===== src/rtl/add12u_meas_pkg.sv =====
// Shared definitions for the approximate-adder error monitor.
// Contents: default widths, FSM state enum, and a saturating add helper
// used by both error accumulators.
package add12u_meas_pkg;

  localparam int WIDTH_DEF = 12;
  localparam int CNT_W_DEF = 24;
  localparam int ABS_W_DEF = 40;
  localparam int SQ_W_DEF  = 56;

  // Common working width for sat_add; wide enough for every accumulator.
  localparam int SAT_W = 64;

  typedef enum logic [1:0] {
    ST_IDLE,
    ST_RUN,
    ST_DRAIN,
    ST_DONE
  } meas_state_e;

  // acc + inc, clamped to the all-ones value of a w-bit accumulator.
  // Callers zero-extend into SAT_W bits and truncate the result back.
  function automatic logic [SAT_W-1:0] sat_add(input logic [SAT_W-1:0] acc,
                                               input logic [SAT_W-1:0] inc,
                                               input int unsigned      w = SAT_W);
    logic [SAT_W:0]   sum;
    logic [SAT_W-1:0] lim;
    sum = {1'b0, acc} + {1'b0, inc};
    if (w >= SAT_W) lim = '1;
    else            lim = (SAT_W'(1) << w) - SAT_W'(1);
    if (sum > {1'b0, lim}) return lim;
    return sum[SAT_W-1:0];
  endfunction

endpackage


===== src/rtl/add12u_err_stage.sv =====
// Two-stage error datapath.
// S1 registers the exact sum and the approximate sum; S2 registers the
// error magnitude, its square and the "erroneous" flag.
// Ports:
//   clk, rst             clock, synchronous active-high reset
//   in_valid             sample accepted this cycle
//   in_a, in_b, in_o     operands and approximate sum
//   s1_valid, s2_valid   occupancy of each stage
//   s2_d, s2_sq, s2_ne   |exact - in_o|, its square, and (d != 0)
module add12u_err_stage
  import add12u_meas_pkg::*;
#(
  parameter int WIDTH = WIDTH_DEF
) (
  input  logic                   clk,
  input  logic                   rst,
  input  logic                   in_valid,
  input  logic [WIDTH-1:0]       in_a,
  input  logic [WIDTH-1:0]       in_b,
  input  logic [WIDTH:0]         in_o,
  output logic                   s1_valid,
  output logic                   s2_valid,
  output logic [WIDTH:0]         s2_d,
  output logic [2*(WIDTH+1)-1:0] s2_sq,
  output logic                   s2_ne
);

  localparam int SW = WIDTH + 1;

  logic            s1_valid_q, s1_valid_d;
  logic [SW-1:0]   s1_exact_q, s1_exact_d;
  logic [SW-1:0]   s1_o_q,     s1_o_d;
  logic            s2_valid_q, s2_valid_d;
  logic [SW-1:0]   s2_d_q,     s2_d_d;
  logic [2*SW-1:0] s2_sq_q,    s2_sq_d;
  logic            s2_ne_q,    s2_ne_d;
  logic [SW-1:0]   mag;

  always_comb begin
    s1_valid_d = in_valid;
    s1_exact_d = s1_exact_q;
    s1_o_d     = s1_o_q;
    if (in_valid) begin
      s1_exact_d = SW'(in_a) + SW'(in_b);
      s1_o_d     = in_o;
    end

    // in_o may exceed the exact sum, so take the unsigned magnitude.
    mag = (s1_exact_q >= s1_o_q) ? (s1_exact_q - s1_o_q) : (s1_o_q - s1_exact_q);

    s2_valid_d = s1_valid_q;
    s2_d_d     = s2_d_q;
    s2_sq_d    = s2_sq_q;
    s2_ne_d    = s2_ne_q;
    if (s1_valid_q) begin
      s2_d_d  = mag;
      s2_sq_d = (2*SW)'(mag) * (2*SW)'(mag);
      s2_ne_d = (mag != '0);
    end
  end

  always_ff @(posedge clk) begin
    if (rst) begin
      s1_valid_q <= 1'b0;
      s1_exact_q <= '0;
      s1_o_q     <= '0;
      s2_valid_q <= 1'b0;
      s2_d_q     <= '0;
      s2_sq_q    <= '0;
      s2_ne_q    <= 1'b0;
    end else begin
      s1_valid_q <= s1_valid_d;
      s1_exact_q <= s1_exact_d;
      s1_o_q     <= s1_o_d;
      s2_valid_q <= s2_valid_d;
      s2_d_q     <= s2_d_d;
      s2_sq_q    <= s2_sq_d;
      s2_ne_q    <= s2_ne_d;
    end
  end

  assign s1_valid = s1_valid_q;
  assign s2_valid = s2_valid_q;
  assign s2_d     = s2_d_q;
  assign s2_sq    = s2_sq_q;
  assign s2_ne    = s2_ne_q;

endmodule


===== src/rtl/add12u_err_monitor.sv =====
// Error-statistics monitor for an approximate WIDTH-bit unsigned adder.
// Accumulates sum |err|, sum err^2, worst-case |err| and erroneous-sample
// count over n_samples accepted samples.
//
// state    | meaning
// ---------+---------------------------------------------------
// ST_IDLE  | after reset, waiting for start
// ST_RUN   | accepting samples until n_samples have been taken
// ST_DRAIN | no accepts, waiting for the datapath to empty
// ST_DONE  | results held stable, start re-arms
//
// Ports:
//   clk, rst                     clock, synchronous active-high reset
//   start, n_samples             launch a run of n_samples samples
//   in_valid, in_ready           sample handshake
//   in_a, in_b, in_o             operands and approximate sum
//   busy, done                   run status
//   abs_sum, sq_sum, wce, err_cnt  error statistics
module add12u_err_monitor
  import add12u_meas_pkg::*;
#(
  parameter int WIDTH = WIDTH_DEF,
  parameter int CNT_W = CNT_W_DEF,
  parameter int ABS_W = ABS_W_DEF,
  parameter int SQ_W  = SQ_W_DEF
) (
  input  logic             clk,
  input  logic             rst,
  input  logic             start,
  input  logic [CNT_W-1:0] n_samples,
  input  logic             in_valid,
  output logic             in_ready,
  input  logic [WIDTH-1:0] in_a,
  input  logic [WIDTH-1:0] in_b,
  input  logic [WIDTH:0]   in_o,
  output logic             busy,
  output logic             done,
  output logic [ABS_W-1:0] abs_sum,
  output logic [SQ_W-1:0]  sq_sum,
  output logic [WIDTH:0]   wce,
  output logic [CNT_W-1:0] err_cnt
);

  meas_state_e      state_q, state_d;
  logic [CNT_W-1:0] n_q,     n_d;
  logic [CNT_W-1:0] cnt_q,   cnt_d;
  logic [ABS_W-1:0] abs_q,   abs_d;
  logic [SQ_W-1:0]  sq_q,    sq_d;
  logic [WIDTH:0]   wce_q,   wce_d;
  logic [CNT_W-1:0] err_q,   err_d;

  logic                   accept;
  logic                   s1_valid, s2_valid, s2_ne;
  logic [WIDTH:0]         s2_d;
  logic [2*(WIDTH+1)-1:0] s2_sq;

  assign accept = in_valid && (state_q == ST_RUN);

  add12u_err_stage #(.WIDTH(WIDTH)) u_stage (
    .clk      (clk),
    .rst      (rst),
    .in_valid (accept),
    .in_a     (in_a),
    .in_b     (in_b),
    .in_o     (in_o),
    .s1_valid (s1_valid),
    .s2_valid (s2_valid),
    .s2_d     (s2_d),
    .s2_sq    (s2_sq),
    .s2_ne    (s2_ne)
  );

  always_comb begin
    state_d = state_q;
    n_d     = n_q;
    cnt_d   = cnt_q;
    abs_d   = abs_q;
    sq_d    = sq_q;
    wce_d   = wce_q;
    err_d   = err_q;

    if (s2_valid) begin
      abs_d = ABS_W'(sat_add(SAT_W'(abs_q), SAT_W'(s2_d), ABS_W));
      sq_d  = SQ_W'(sat_add(SAT_W'(sq_q), SAT_W'(s2_sq), SQ_W));
      err_d = err_q + CNT_W'(s2_ne);
      if (s2_d > wce_q) wce_d = s2_d;
    end

    case (state_q)
      ST_IDLE, ST_DONE: begin
        // The pipe is always empty here, so clearing cannot drop a sample.
        if (start) begin
          n_d     = n_samples;
          cnt_d   = '0;
          abs_d   = '0;
          sq_d    = '0;
          wce_d   = '0;
          err_d   = '0;
          state_d = (n_samples == '0) ? ST_DONE : ST_RUN;
        end
      end
      ST_RUN: begin
        if (accept) begin
          cnt_d = cnt_q + CNT_W'(1);
          if (cnt_d == n_q) state_d = ST_DRAIN;
        end
      end
      ST_DRAIN: begin
        if (!s1_valid && !s2_valid) state_d = ST_DONE;
      end
      default: state_d = ST_IDLE;
    endcase
  end

  always_ff @(posedge clk) begin
    if (rst) begin
      state_q <= ST_IDLE;
      n_q     <= '0;
      cnt_q   <= '0;
      abs_q   <= '0;
      sq_q    <= '0;
      wce_q   <= '0;
      err_q   <= '0;
    end else begin
      state_q <= state_d;
      n_q     <= n_d;
      cnt_q   <= cnt_d;
      abs_q   <= abs_d;
      sq_q    <= sq_d;
      wce_q   <= wce_d;
      err_q   <= err_d;
    end
  end

  assign in_ready = (state_q == ST_RUN);
  assign busy     = (state_q == ST_RUN) || (state_q == ST_DRAIN);
  assign done     = (state_q == ST_DONE);
  assign abs_sum  = abs_q;
  assign sq_sum   = sq_q;
  assign wce      = wce_q;
  assign err_cnt  = err_q;

endmodule


===== config.mk =====
export PLATFORM = sky130hd
export DESIGN_NAME = add12u_err_monitor
export DESIGN_NICKNAME = d
export VERILOG_FILES = /design/src/rtl/add12u_meas_pkg.sv /design/src/rtl/add12u_err_stage.sv /design/src/rtl/add12u_err_monitor.sv
export SDC_FILE = /design/constraint.sdc
export NUM_CORES = 1
export LEC_CHECK = 0
export CORE_UTILIZATION = 58
export DETAILED_ROUTE_END_ITERATION = 8
export PLACE_DENSITY = 0.94
export RECOVER_POWER = 25
export SLEW_MARGIN = 20
export SYNTH_ARGS = -nofsm -noshare
export SYNTH_HDL_FRONTEND = slang
export SYNTH_SLANG_ARGS = --single-unit
export TNS_END_PERCENT = 30

===== constraint.sdc =====
create_clock -name clk -period 9.6 [get_ports clk]
set_input_delay 1.92 -clock clk [delete_from_list [all_inputs] [get_ports clk]]
set_output_delay 1.92 -clock clk [all_outputs]
set_load 0.1 [all_outputs]

# == Word-level counts from Yosys, hierarchy flattened ==
# Index checks and enable logic that the tools add are counted.
# classes
add_sub_neg,7
mul,1
n_div,0
n_lt_le_gt_ge,4
n_eq_ne,8
shifts,0
mux,33
bitwise,0
n_reduce_logical,13
# op_table
op,n
56-bit 2-to-1 mux,5
40-bit 2-to-1 mux,5
64-bit 2-to-1 mux,2
24-bit 2-to-1 mux,5
13-bit 2-to-1 mux,5
41-bit by 64-bit > comparator with 1-bit output,1
57-bit by 64-bit > comparator with 1-bit output,1
56-bit by 26-bit adder with 57-bit output,1
24-bit case mux with 2 select lines,1
40-bit by 13-bit adder with 41-bit output,1
13-bit by 13-bit multiplier with 26-bit output,1
13-bit subtractor,2
24-bit by 1-bit adder with 24-bit output,1
24-bit by 1-bit adder with 24-bit output (second input constant),1
24-bit == test,1
24-bit zero test,1
12-bit by 12-bit adder with 13-bit output,1
13-bit greater-or-equal comparator,1
13-bit > comparator,1
13-bit nonzero test,1
2-bit 2-to-1 mux,5
2-bit case mux with 3 select lines,1
2-bit == test (second input constant),2
1-bit 2-to-1 mux,4
12 further kinds,16
# word_totals
ff_bits,251
latch_bits,0
mem_bits_rw,0
romBits,0
input_bits,65
output_inout_bits,136
elab_cells,80
memories,0

# == Longest topological paths before layout ==
# logic_depth
word_depth,8
ltp_mapped,32
ltp_nobuf,32

# == Modules after synthesis ==
# From an unflattened synthesis, not the netlist that was laid out.
# hier_totals
cells_unflattened,2377
area_unflattened_um2,19507.5
# by_module_without_submodules
mod,n_inst,cells_per_inst,area_each_um2,seq_area_each_um2
add12u_err_monitor,1,1382,10918.0,3663.5
add12u_err_stage,1,995,8589.5,1321.3

# == Worst setup path after synthesis ==
# OpenSTA, ideal clock, no wires.
# synth_path
path_type,register to register
start,register u_stage.s1_o_q[1]
end,"register u_stage.s2_sq_q[24], in the netlist u_stage.s2_sq[24]"
setup_ns,0.128
arrival_time_ns,7.132
required_ns,9.472
slack_ns,2.340
stages_incl_launch_ff,29
path_buffers,2
synth_period_minus_slack_ns,7.260
cell_sequence,dfxtp_1 -> inv_1 -> ha_1 -> nor2b_1 -> o21ai_0 -> nand3b_1 -> a221o_2 -> buf_6 -> o32a_1 -> xnor2_1 -> clkbuf_1 -> or2_2 -> fa_1 -> inv_1 -> fa_1 -> fa_1 -> fa_1 -> inv_1 -> fa_1 -> inv_1 -> ha_1 -> and3_1 -> nand3_1 -> o31a_1 -> o211ai_1 -> a311oi_1 -> xnor2_1 -> mux2i_1 -> nor2_1
# synth_between
elab_chain_len,3
elab_cells_between_ends,5
classes_between,2 x add/sub; 1 x mul; 1 x order compare; 1 x mux
# synth_lines
element,line_no,source
start: declaration,add12u_err_stage.sv:32,"logic [SW-1:0] s1_o_q, s1_o_d;"
start signal: assignment,add12u_err_stage.sv:74,s1_o_q <= s1_o_d;
13-bit subtractor / 13-bit greater-or-equal comparator (equally long branches),add12u_err_stage.sv:49,mag = (s1_exact_q >= s1_o_q) ? (s1_exact_q - s1_o_q) : (s1_o_q - s1_exact_q);
13-bit 2-to-1 mux (*),add12u_err_stage.sv:49,
13-bit by 13-bit multiplier with 26-bit output (*),add12u_err_stage.sv:57,s2_sq_d = (2*SW)'(mag) * (2*SW)'(mag);
end signal: assignment,add12u_err_stage.sv:77,s2_sq_q <= s2_sq_d;
end: declaration,add12u_err_stage.sv:35,"logic [2*SW-1:0] s2_sq_q, s2_sq_d;"
# Every way passes the cells marked *; elsewhere a longest branch is shown, timed or not.
# A chain may end at the register's enable or synchronous reset.

# == Final worst setup path ==
# layout_path
start,register u_stage.s1_o_q[0]
end,"register u_stage.s2_sq_q[22], in the netlist u_stage.s2_sq[22]"
# The elaborated chain is that of the path after synthesis.

==> run summary <==
Adder-Cell Fraction of Synth Area: 21.8%
Critical path capture point type: register
H-Tree Depth: 1
Synth Instances: 2282
Clk sink count: 249
CP required: 9.97 ns
CP max stage delay: 0.67 ns
Setup Fix Bufs, Post-CTS: 0
Critical Path Stages: 26
Fin area: 0.0219 mm²
Setup Crit Path Kind: reg -> reg
1st-pass router iterations: 6
Cell Rows: 65
CP bufs+invs: 4
Crit path from: u_stage.s1_o_q[0]
Synth warn: 0
Post-CTS resize count: 0
Setup violators final: 0
Clock slew at reported path FFs: 0.06 ns
Final HPWL DP: 37500 µm
Final setup TNS: 0 ns
Top cell type's share of synthesized area: 26.7%
Post-synthesis mux area share: 2.36%
R2r endpoint: u_stage.s2_sq[22]
Final Hold Vio Count: 0
Fraction of registers with async set/reset: 0%
Post-synthesis compound-gate area fraction: 17.0%
Worst Max-Slew Pin Slew: 3.36 ns
Placed Area: 0.0210 mm²
Setup WS pre-CTS: 1.25 ns
Worst Skew: 0.0159 ns
Final WL: 50000 µm
Ant diodes: 0
Flop2flop setup slack: 0.86 ns
Die ar.: 0.0329 mm²
Crit path to: u_stage.s2_sq[22]
Distinct cells, synth: 70
R2R cell count: 26
CTS tree: yes
DRC viols: 0
Critical Path Fanout Max: 17
Antenna violations before repair: 0
Cts bufs inserted: 29
Worst Hold Class: reg -> reg
Status: complete, but fails checks
Top cell type by total area after synthesis: dfxtp_1
F_max: 114 MHz
Dominant cell by count in the synthesized netlist: inv_1
Fin crit period: 8.74 ns
Fin. max-slew vios: 169
RSZ-0062 raised after global routing: no
Worst path slowest cell: xnor2_1
Synthesized Nets: 2610
Setup ws final: 0.860 ns
Most frequent cells after synthesis: inv_1, dfxtp_1, nor2_1, a21oi_1, nand2_1
Routed Antenna Nets: 0
WL/cell: 17.4 µm
Synth top area cells: dfxtp_1, fa_1, ha_1
Most frequent CP cell: fa_1
Arrival @ worst endpoint: 9.12 ns
Mean Syn Cell Area: 8.18 µm²
Clock Tree Root: clkbuf_16
Startpoint types: register
IO Port Bufs: 200
Core ar.: 0.0316 mm²
CTS max path bufs: 3
Clock insertion delay at the later pin of the skew report: 0.58 ns
Max-capacitance violation count: 3
Drt initial violations: 1389
Vias in the first global route: 16600
Total gr overflow: 0
Post-synth EDFFs: 0
Overall Global Routing Usage: 29.6%
P&R area growth vs syn: 17.1%
Simple-Gate Fraction of Synth Area: 17.7%
RR Startpoint: u_stage.s1_o_q[0]
Share of cells above drive strength 1: 3.85%
Boundary Pins: 201
Largest net degree at the start of global routing: 88
Vias/cell: 5.97
First-pass GRT wire length: 80300 µm
Failing checks: capacitance limit, slew limit
Die H: 181 µm
HP Start: u_stage.s1_o_q[12]
Fin crit share: 91.0%
Via count: 17100
GP Congestion: 0.981
Starting Density: 59.0%
Sequential fraction of the synthesis area: 26.7%
CTS Hold Bufs: 0
Filler cells: 2378
Top FF cell, synth: dfxtp_1
Critical path's top delay family: adder cells
Largest family of logic cells by synthesized area: adder cells
Nets: 2774
Placed Cells: 2817
Die width: 181 µm
Mapped cell area: 0.0187 mm²
Finished Layout Cells: 2868
Slew HR: -124%
Synth Area in XOR/XNOR: 7.51%
Seq cells post-synth: 249
[worst min path at each step]
stage	depth (start not counted)	slack, ns	endpoint
floorplan	2	0.44	u_stage.s1_o_q[12]
finish	2	0.46	u_stage.s1_o_q[12]
global route	2	0.49	u_stage.s1_o_q[12]
global placement	2	0.45	u_stage.s1_o_q[12]
detailed placement	2	0.45	u_stage.s1_o_q[12]
CTS	2	0.46	u_stage.s1_o_q[12]
[metal layers]
layer | vias up | share of wire, % | global-route usage (%)
li1 | 8105 | - | -
met1 | 8099 | 41 | 36.5
met2 | 744 | 49 | 51.4
met4 | 0 | 3.5 | 11.3
met5 | - | 0 | 0
met3 | 166 | 7.3 | 5.17
[cell type report]
class	count	area, µm²	area share, %
tap	402	503	2.30
inverter	257	965	4.41
multi-input combinational	1694	12400	56.7
clock buffer	41	821	3.76
clock inverter	10	98.8	0.452
sequential	249	4990	22.8
timing repair buffer	215	2090	9.56
[registers in the layout, indices dropped and copies added (netlist names), 13 cells and up]
signal	cells
abs_sum	40
cnt_q	24
err_cnt	24
n_q	24
sq_sum	56
u_stage.s1_exact_q	13
u_stage.s1_o_q	13
u_stage.s2_sq	25
wce	13
[logic make-up (layout without fill, tap and decap cells)]
group / count (synthesis) / after routing
xor gates and xnor gates: 160 / 160
muxes: 43 / 43
and+or+nand+nor: 704 / 704
buffers and inverters: 339 / 523
AOI/OAI and AO/OA: 524 / 524
DFF: 249 / 249
adders and majority gates: 263 / 263
[tightest hold or removal path, delay by kind of cell, from the launching register on]
kind	cells	cell delay (ns)
DFF	1	0.31
AOI/OAI and AO/OA	1	0.05
and+or+nand+nor	1	0.05
[stage by stage]
| stage | hold slack, ns | util (%) |
|---|---|---|
| after global placement | 0.446 | 66.2 |
| after detailed placement | 0.453 | 66.2 |
| after floorplan | 0.436 | - |
| final | 0.465 | 69.1 |
| after global routing | 0.487 | 69.1 |
| after CTS | 0.461 | 69.2 |
[layout by cell type, fill, tap and decap left out, types with 39 or more instances in the layout]
| cell | instances |
|---|---|
| nand2_1 | 203 |
| clkdlybuf4s50_1 | 198 |
| nor2_1 | 212 |
| a21o_1 | 41 |
| nor3_1 | 39 |
| a21oi_1 | 210 |
| fa_1 | 103 |
| dfxtp_1 | 247 |
| xor2_1 | 69 |
| and3_1 | 39 |
| o21ai_0 | 112 |
| xnor2_1 | 91 |
| ha_1 | 160 |
| inv_1 | 254 |
| nand3_1 | 54 |
Power is left out: the tool's default activity adds up to more than one toggle a clock period on the data nets, which glitch-free logic cannot reach.
